### config.mk
export PLATFORM = sky130hd
export DESIGN_NAME = uart_rx
export DESIGN_NICKNAME = d
export VERILOG_FILES = /design/src/rtl/uart_pkg.sv /design/src/rtl/uart_rx_sync.sv /design/src/rtl/uart_rx.sv
export SDC_FILE = /design/constraint.sdc
export NUM_CORES = 1
export LEC_CHECK = 0
export BUFFER_PORTS_ARGS = -buffer_cell sky130_fd_sc_hd__buf_4
export CORE_ASPECT_RATIO = 1.25
export CORE_MARGIN = 5
export CORE_UTILIZATION = 24
export DETAILED_ROUTE_END_ITERATION = 10
export PLACE_DENSITY_LB_ADDON = 0.15
export SYNTH_ARGS = -nofsm -noshare
export SYNTH_HDL_FRONTEND = slang
export SYNTH_HIERARCHICAL = 1
export SYNTH_SLANG_ARGS = --single-unit
### constraint.sdc
create_clock -name clk -period 2.3 [get_ports clk]
set_input_delay 0.115 -clock clk [delete_from_list [all_inputs] [get_ports clk]]
set_output_delay 0.115 -clock clk [all_outputs]
set_load 0.01 [all_outputs]
### src/rtl/uart_pkg.sv
// Shared constants for the UART receiver: FSM state codes and oversampling defaults.
package uart_pkg;

  localparam int unsigned OVERSAMPLE = 16;
  localparam int unsigned MID_TICK   = OVERSAMPLE / 2 - 1;
  localparam int unsigned LAST_TICK  = OVERSAMPLE - 1;

  localparam int unsigned STATE_W = 3;
  localparam logic [STATE_W-1:0] ST_IDLE  = 3'd0;
  localparam logic [STATE_W-1:0] ST_START = 3'd1;
  localparam logic [STATE_W-1:0] ST_DATA  = 3'd2;
  localparam logic [STATE_W-1:0] ST_STOP  = 3'd3;
  localparam logic [STATE_W-1:0] ST_BREAK = 3'd4;

endpackage

### src/rtl/uart_rx_sync.sv
// Two-flop synchronizer for the serial line plus rising-edge detector on the
// oversample strobe; tick_c_o is one clk wide per rxClk period.
module uart_rx_sync (
  input  logic clk,
  input  logic rst_n,
  input  logic rx_i,
  input  logic rx_clk_i,
  output logic rx_s_o,
  output logic tick_c_o
);

  logic rx_meta_q;
  logic rx_s_q;
  logic rx_clk_q;

  // Line resets to idle-high so reset release never looks like a start bit.
  always_ff @(posedge clk or negedge rst_n) begin
    if (!rst_n) begin
      rx_meta_q <= 1'b1;
      rx_s_q    <= 1'b1;
      rx_clk_q  <= 1'b0;
    end else begin
      rx_meta_q <= rx_i;
      rx_s_q    <= rx_meta_q;
      rx_clk_q  <= rx_clk_i;
    end
  end

  assign rx_s_o   = rx_s_q;
  assign tick_c_o = rx_clk_i & ~rx_clk_q;

endmodule

### src/rtl/uart_rx.sv
// 8N1 UART receiver driven by a 16x oversample strobe; presents bytes on a
// valid/ack handshake and flags framing and overrun errors.
module uart_rx
  import uart_pkg::*;
#(
  parameter int unsigned DATA_BITS  = 8,
  parameter int unsigned OVERSAMPLE = uart_pkg::OVERSAMPLE
) (
  input  logic                 clk,
  input  logic                 rst_n,
  input  logic                 rxClk,
  input  logic                 rx,
  input  logic                 rxAck,
  output logic [DATA_BITS-1:0] rxData,
  output logic                 rxValid,
  output logic                 rxFrameErr,
  output logic                 rxOverrun
);

  localparam int unsigned TICK_W = $clog2(OVERSAMPLE);
  localparam int unsigned BIT_W  = $clog2(DATA_BITS + 1);
  localparam int unsigned MID    = OVERSAMPLE / 2 - 1;
  localparam int unsigned LAST   = OVERSAMPLE - 1;

  logic rx_s;
  logic tick_c;

  logic [STATE_W-1:0]   state_q, state_d;
  logic [TICK_W-1:0]    tick_cnt_q, tick_cnt_d;
  logic [BIT_W-1:0]     bit_cnt_q, bit_cnt_d;
  logic [DATA_BITS-1:0] shift_q, shift_d;
  logic [DATA_BITS-1:0] data_q, data_d;
  logic                 valid_q, valid_d;
  logic                 ferr_q, ferr_d;
  logic                 ovr_q, ovr_d;

  uart_rx_sync u_sync (
    .clk      (clk),
    .rst_n    (rst_n),
    .rx_i     (rx),
    .rx_clk_i (rxClk),
    .rx_s_o   (rx_s),
    .tick_c_o (tick_c)
  );

  always_ff @(posedge clk or negedge rst_n) begin
    if (!rst_n) begin
      state_q    <= ST_IDLE;
      tick_cnt_q <= '0;
      bit_cnt_q  <= '0;
      shift_q    <= '0;
      data_q     <= '0;
      valid_q    <= 1'b0;
      ferr_q     <= 1'b0;
      ovr_q      <= 1'b0;
    end else begin
      state_q    <= state_d;
      tick_cnt_q <= tick_cnt_d;
      bit_cnt_q  <= bit_cnt_d;
      shift_q    <= shift_d;
      data_q     <= data_d;
      valid_q    <= valid_d;
      ferr_q     <= ferr_d;
      ovr_q      <= ovr_d;
    end
  end

  // Ack is applied first so a load on the same cycle overrides it.
  always_comb begin
    state_d    = state_q;
    tick_cnt_d = tick_cnt_q;
    bit_cnt_d  = bit_cnt_q;
    shift_d    = shift_q;
    data_d     = data_q;
    valid_d    = valid_q;
    ferr_d     = 1'b0;
    ovr_d      = ovr_q;

    if (rxAck && valid_q) begin
      valid_d = 1'b0;
      ovr_d   = 1'b0;
    end

    if (tick_c) begin
      case (state_q)
        ST_IDLE: begin
          if (!rx_s) begin
            state_d    = ST_START;
            tick_cnt_d = '0;
          end
        end
        ST_START: begin
          tick_cnt_d = tick_cnt_q + TICK_W'(1);
          if (tick_cnt_q == TICK_W'(MID)) begin
            tick_cnt_d = '0;
            if (!rx_s) begin
              state_d   = ST_DATA;
              bit_cnt_d = '0;
            end else begin
              state_d = ST_IDLE;
            end
          end
        end
        ST_DATA: begin
          tick_cnt_d = tick_cnt_q + TICK_W'(1);
          if (tick_cnt_q == TICK_W'(LAST)) begin
            shift_d   = {rx_s, shift_q[DATA_BITS-1:1]};
            bit_cnt_d = bit_cnt_q + BIT_W'(1);
            if (bit_cnt_q == BIT_W'(DATA_BITS - 1)) begin
              state_d = ST_STOP;
            end
          end
        end
        ST_STOP: begin
          tick_cnt_d = tick_cnt_q + TICK_W'(1);
          if (tick_cnt_q == TICK_W'(LAST)) begin
            if (rx_s) begin
              data_d  = shift_q;
              valid_d = 1'b1;
              if (valid_q && !rxAck) begin
                ovr_d = 1'b1;
              end
              state_d = ST_IDLE;
            end else begin
              ferr_d  = 1'b1;
              state_d = ST_BREAK;
            end
          end
        end
        // Wait for the line to return high so a held break is not re-read as data.
        ST_BREAK: begin
          if (rx_s) begin
            state_d = ST_IDLE;
          end
        end
        default: state_d = ST_IDLE;
      endcase
    end
  end

  assign rxData     = data_q;
  assign rxValid    = valid_q;
  assign rxFrameErr = ferr_q;
  assign rxOverrun  = ovr_q;

endmodule

==> Word-level counts from Yosys, hierarchy flattened <==
Cells that the tools add are included.
Widths: inputs -> output; s select.
{ "totals": {"ff_bits": 33, "wordCells": 71, "in_bits": 5} }
{ "classes": {"n_mux": 30, "eq_ne": 14, "bitwise_logic": 2, "add_sub_neg": 2, "n_reduce_logical": 12} }
{ "op_table": {"columns": ["op", "count"], "rows": [
  ["$mux 3", 7],
  ["$mux 4", 4],
  ["$mux 1", 15],
  ["$pmux 3 s5", 1],
  ["$ne 2x2->1 const B", 6],
  ["$pmux 4 s3", 1],
  ["$add 4x1->4 const B", 2],
  ["$eq 4x3->1 const B", 2],
  ["$pmux 4 s2", 1],
  ["$reduce_and 7->1", 1],
  ["$eq 3x2->1 const B", 2],
  ["$reduce_and 3->1", 2],
  ["$reduce_and 5->1", 1],
  ["$eq 4x4->1 const B", 1],
  ["$reduce_and 4->1", 1],
  ["$eq 3x1->1 const B", 1],
  ["$eq 3x3->1 const B", 1],
  ["$logic_not 3->1", 1],
  ["$reduce_bool 3->1", 1],
  ["$logic_and 1x1->1", 2],
  ["$mux 2", 1],
  ["$ne 2x1->1 const B", 1],
  ["$reduce_bool 2->1", 1],
  ["$reduce_or 2->1", 1],
  ["3 further kinds", 3]
]} }

==> Depth between registers and ports, before layout <==
{ "logic_depth": {"word_depth": 7, "depth_mapped": 5} }

==> Cells and area by module <==
Netlist, hierarchy kept.
{ "modules_own_cells": {"columns": ["module", "seq_area_each_um2", "n_inst", "cells_per_inst", "area_each_um2"], "rows": [
  ["uart_rx", 750.7, 1, 114, 1457.6],
  ["uart_rx_sync", 77.6, 1, 4, 91.3]
]} }

==> Worst setup path before layout <==
Ideal clock, no wire load.
{ "synth_path": {"path_kind": "reg-to-reg", "from": "reg tick_cnt_q[0]", "to": "reg shift_q[0]", "synth_period_minus_slack_ps": 1575, "required_time_ps": 2175, "stages_incl_launch_ff": 6, "arrival_time_ps": 1451, "slack_ps": 725, "cell_sequence": "dfrtp_1 -> ha_1 -> and3_1 -> buf_4 -> nand3_4 -> mux2_2"} }
{ "synth_via": {"elab_chain_cells": 2} }
{ "synth_rtl": {"columns": ["item", "line", "source"], "rows": [
  ["start: declaration", "uart_rx.sv:29", "logic [TICK_W-1:0] tick_cnt_q, tick_cnt_d;"],
  ["start signal: assignment", "uart_rx.sv:58", "tick_cnt_q <= tick_cnt_d;"],
  ["$eq 4x4->1", "uart_rx.sv:106", "if (tick_cnt_q == TICK_W'(LAST)) begin"],
  ["$reduce_and 3->1 (no line)", null, null],
  ["end signal: assignment", "uart_rx.sv:60", "shift_q <= shift_d;"],
  ["end: declaration", "uart_rx.sv:31", "logic [DATA_BITS-1:0] shift_q, shift_d;"]
]} }
No other way between the ends.
A chain may end at the register's enable or synchronous reset.

==> Worst setup path in the final report <==
{ "layout_path": {"from": "reg tick_cnt_q[0]", "to": "reg data_q[2], in the netlist rxData[2]"} }
{ "layout_via": {"elab_chain_cells": 2} }
{ "layout_rtl": {"columns": ["item", "line", "source"], "rows": [
  ["$eq 4x4->1", "uart_rx.sv:116", "if (tick_cnt_q == TICK_W'(LAST)) begin"],
  ["$reduce_and 4->1 (no line)", null, null],
  ["end signal: assignment", "uart_rx.sv:61", "data_q <= data_d;"],
  ["end: declaration", "uart_rx.sv:32", "logic [DATA_BITS-1:0] data_q, data_d;"]
]} }
No other way between the ends.

==> impl_metrics.tcl <==
set metrics [dict create \
    skew_ps 3.85 \
    avgRoutedWirePerCell_um 13.0 \
    worstHoldPathCells 2 \
    crit_chain "ha_1 -> and3_1 -> nand3_4 -> mux2_1" \
    period_minus_slack_ps 1840 \
    synth_cell_types 41 \
    final_util_pct 29.3 \
    drive_gt1_share_pct 29.9 \
    syn_inst 118 \
    row_count 32 \
    root_buffer "clkbuf_8" \
    period_share_pct 80.1 \
    vias_per_cell 4.41 \
    ir_drop_v 0.000387 \
    powerDensity_mw_per_mm2 739 \
    maxSlewHeadroom_pct 70.4 \
    wirelength_mm 2.89 \
    grt_pass1_vias 1061 \
    worstRegToRegCells 4 \
    start_util_pct 24.8 \
    clkTransAtPathRegs_ps 70 \
    gp_congestion 0.662 \
    cts_made_buffers 5 \
    pin_count 16 \
    cp.buffers_inverters 0 \
    clk_latency_ps 280 \
    grt_first_pass_wirelength_mm 4.99 \
    syn_area_mm2 0.00155 \
    cts_max_path_buffers 2 \
    setup_viol 0 \
    ys_top_cells_by_area "dfrtp_1, mux2_1, mux2_2, dfstp_2, a41oi_1" \
    tightest_slew_ps 444 \
    nets 143 \
    synth_seq_cells 33 \
    design.core.area_mm2 0.00625 \
    cts_sinks 33 \
    syn_area_per_cell_um2 13.1 \
    antenna_found_initial 0 \
    dr.pass1.iters 2 \
    fp.dieArea_mm2 0.00817 \
    report.final.slew_viol_count 0 \
    cp_slowest_stage_delay_ps 470 \
    antenna_cells 0 \
    cap_violations 0 \
    vias 978 \
    end_kind "flop" \
    combinationalPowerShare_pct 16.4 \
    port_buffers 15 \
    p_int_uw 954 \
    synth_nets 125 \
    hp-class "primary input to flop" \
    hold_slack_ps 11.1 \
    area_growth_pct 18.0 \
    clock_power_share_pct 30.8 \
    ys_seq_area_share_pct 53.5 \
    cts_max_level 2 \
    cp.depth 4 \
    die_height_um 99.8 \
    netSwitchingPower_uw 398 \
    finalHoldViolations 0 \
    drtIter0Drc 58 \
    drcViolationCount 0 \
    ant_nets 0 \
    startpoint_type "flop" \
    grtUsageTotal_pct 7.84 \
    cp_data_arrival_time_ps 2000 \
    hpwl_mm 2.00 \
    cts_tree "done" \
    critPathTopFamily "simple AND/OR/NAND/NOR gates" \
    nFillCells 675 \
    overflow 0 \
    swShare_pct 29.4 \
    final.setup.tns_ps 0 \
    grt_max_degree 34 \
    fmaxAchievable_mhz 543 \
    pwr-share-seq_pct 52.8 \
    slowest_stage "and3_1" \
    yosysTopAreaCell "dfrtp_1" \
    required_ps 2460 \
    rsz0062_at_grt "false" \
    synth_top_area_share_pct 50.1 \
    ys_warn_count 6 \
    status "complete, no violations" \
    leakage_uw 0.000815 \
    cp_max_fo 9 \
    critical_path_class "flop to flop" \
    die_x_um 81.9 \
]
## cells in the mapped netlist
cell / number
mux2_1: 8
nor4_1: 1
nor4bb_1: 1
nand4_1: 2
o41ai_2: 1
or4_1: 1
and3_1: 3
a21o_2: 1
inv_1: 6
a41oi_1: 4
or3b_1: 1
nor2b_4: 1
nand2_1: 4
buf_2: 3
mux2_2: 8
o21ai_0: 2
a22oi_1: 1
dfrtp_1: 31
nor3b_4: 1
a211oi_4: 1
nor2_1: 2
o21a_1: 1
xor2_1: 1
nand3_1: 2
a31oi_1: 2
nand2b_1: 3
o2bb2ai_1: 3
a31o_2: 1
a21oi_1: 3
nand3_4: 2
or4b_4: 1
mux2i_1: 2
nor2b_1: 1
dfstp_2: 2
nand4bb_1: 1
o22ai_1: 2
buf_4: 2
buf_6: 2
and4b_1: 1
ha_1: 2
nand3b_1: 1
## worst reg2reg max path: cells and delay by family, from the launching register on
family	cells	cell delay (ps)
fa+ha+maj	1	280
mux	1	370
simple gates	2	700
flops	1	380
## kinds of logic (layout without fill, tap and decap cells)
group / after synthesis / after routing / synth area share (%)
DFF: 33 / 33 / 53.5
and+or+nand+nor: 29 / 29 / 14.9
AOI/OAI and AO/OA: 22 / 22 / 11.6
muxes: 18 / 18 / 12.9
buffers and inverters: 13 / 32 / 4.85
adders and majority gates: 2 / 2 / 1.62
xor gates and xnor gates: 1 / 1 / 0.566
## cell usage in the layout, fill, tap and decap left out, types with 3 or more instances in the layout
cell type	count
nand2b_1	3
a41oi_1	4
and3_1	3
inv_1	6
mux2_2	8
a21oi_1	3
clkbuf_8	5
mux2_1	8
buf_4	15
o2bb2ai_1	3
dlygate4sd3_1	3
dfrtp_1	31
nand2_1	4
## routing by layer
layer / global-route usage [%] / part of all wire (%) / up-vias
met5: 0 / 0 / -
met4: 2.69 / 1.4 / 0
met3: 2.60 / 3.7 / 6
met2: 12.8 / 48 / 15
met1: 9.62 / 46 / 487
li1: - / - / 470
## power groups by stage
stage                     combinational, µW  clock [µW]  sequential (µW)
final                                   222         417              713
after global routing                    253         460              724
after CTS                               226         435              714
after detailed placement                220           0              725
after global placement                  217           0              724
after floorplan                         234           0              675
## flip-flops by register name, indices dropped and copies added (netlist names), named ones only
register          cells
rxValid               1
bit_cnt_q             4
state_q               3
u_sync/rx_clk_q       1
rxFrameErr            1
u_sync/rx_s_o         1
shift_q               8
u_sync/rx_meta_q      1
tick_cnt_q            4
rxData                8
## path summary, 6_finish.rpt
kind / endpoint / start / slack, ps
max: rxData[2] / tick_cnt_q[0] / 460
max in group asynchronous: u_sync/rx_meta_q / rst_n / 1650
max reg2reg: rxData[2] / tick_cnt_q[0] / 460
min in group asynchronous: state_q[0] / rst_n / 320
min: flop / rxAck / 10
min reg2reg: u_sync/rx_s_o / u_sync/rx_meta_q / 360
## repair_timing
action,CTS,global route
hold endpoints to repair,33,0
buffers inserted,0,0
hold buffers,3,0
resized for setup,0,0
## stage by stage
| step | worst slack (ps) | cells | power (µW) | cell area [µm²] |
|---|---|---|---|---|
| CTS | 442 | 222 | 1370 | 1830 |
| detailed placement | 461 | 211 | 945 | 1720 |
| global placement | 474 | 211 | 940 | 1720 |
| floorplan | 725 | 118 | 908 | 1550 |
| finish | 458 | 222 | 1350 | 1830 |
| global route | 350 | 222 | 1440 | 1830 |
## area by class of cell
type | count | area (µm²) | area share (%)
multi-input combinational | 72 | 646 | 35.3
clock inverter | 2 | 10.0 | 0.548
inverter | 6 | 22.5 | 1.23
sequential | 33 | 828 | 45.3
tap | 85 | 106 | 5.82
timing repair buffer | 18 | 143 | 7.80
clock buffer | 6 | 72.6 | 3.97
Note: power is estimated with default switching activity, not from simulation.
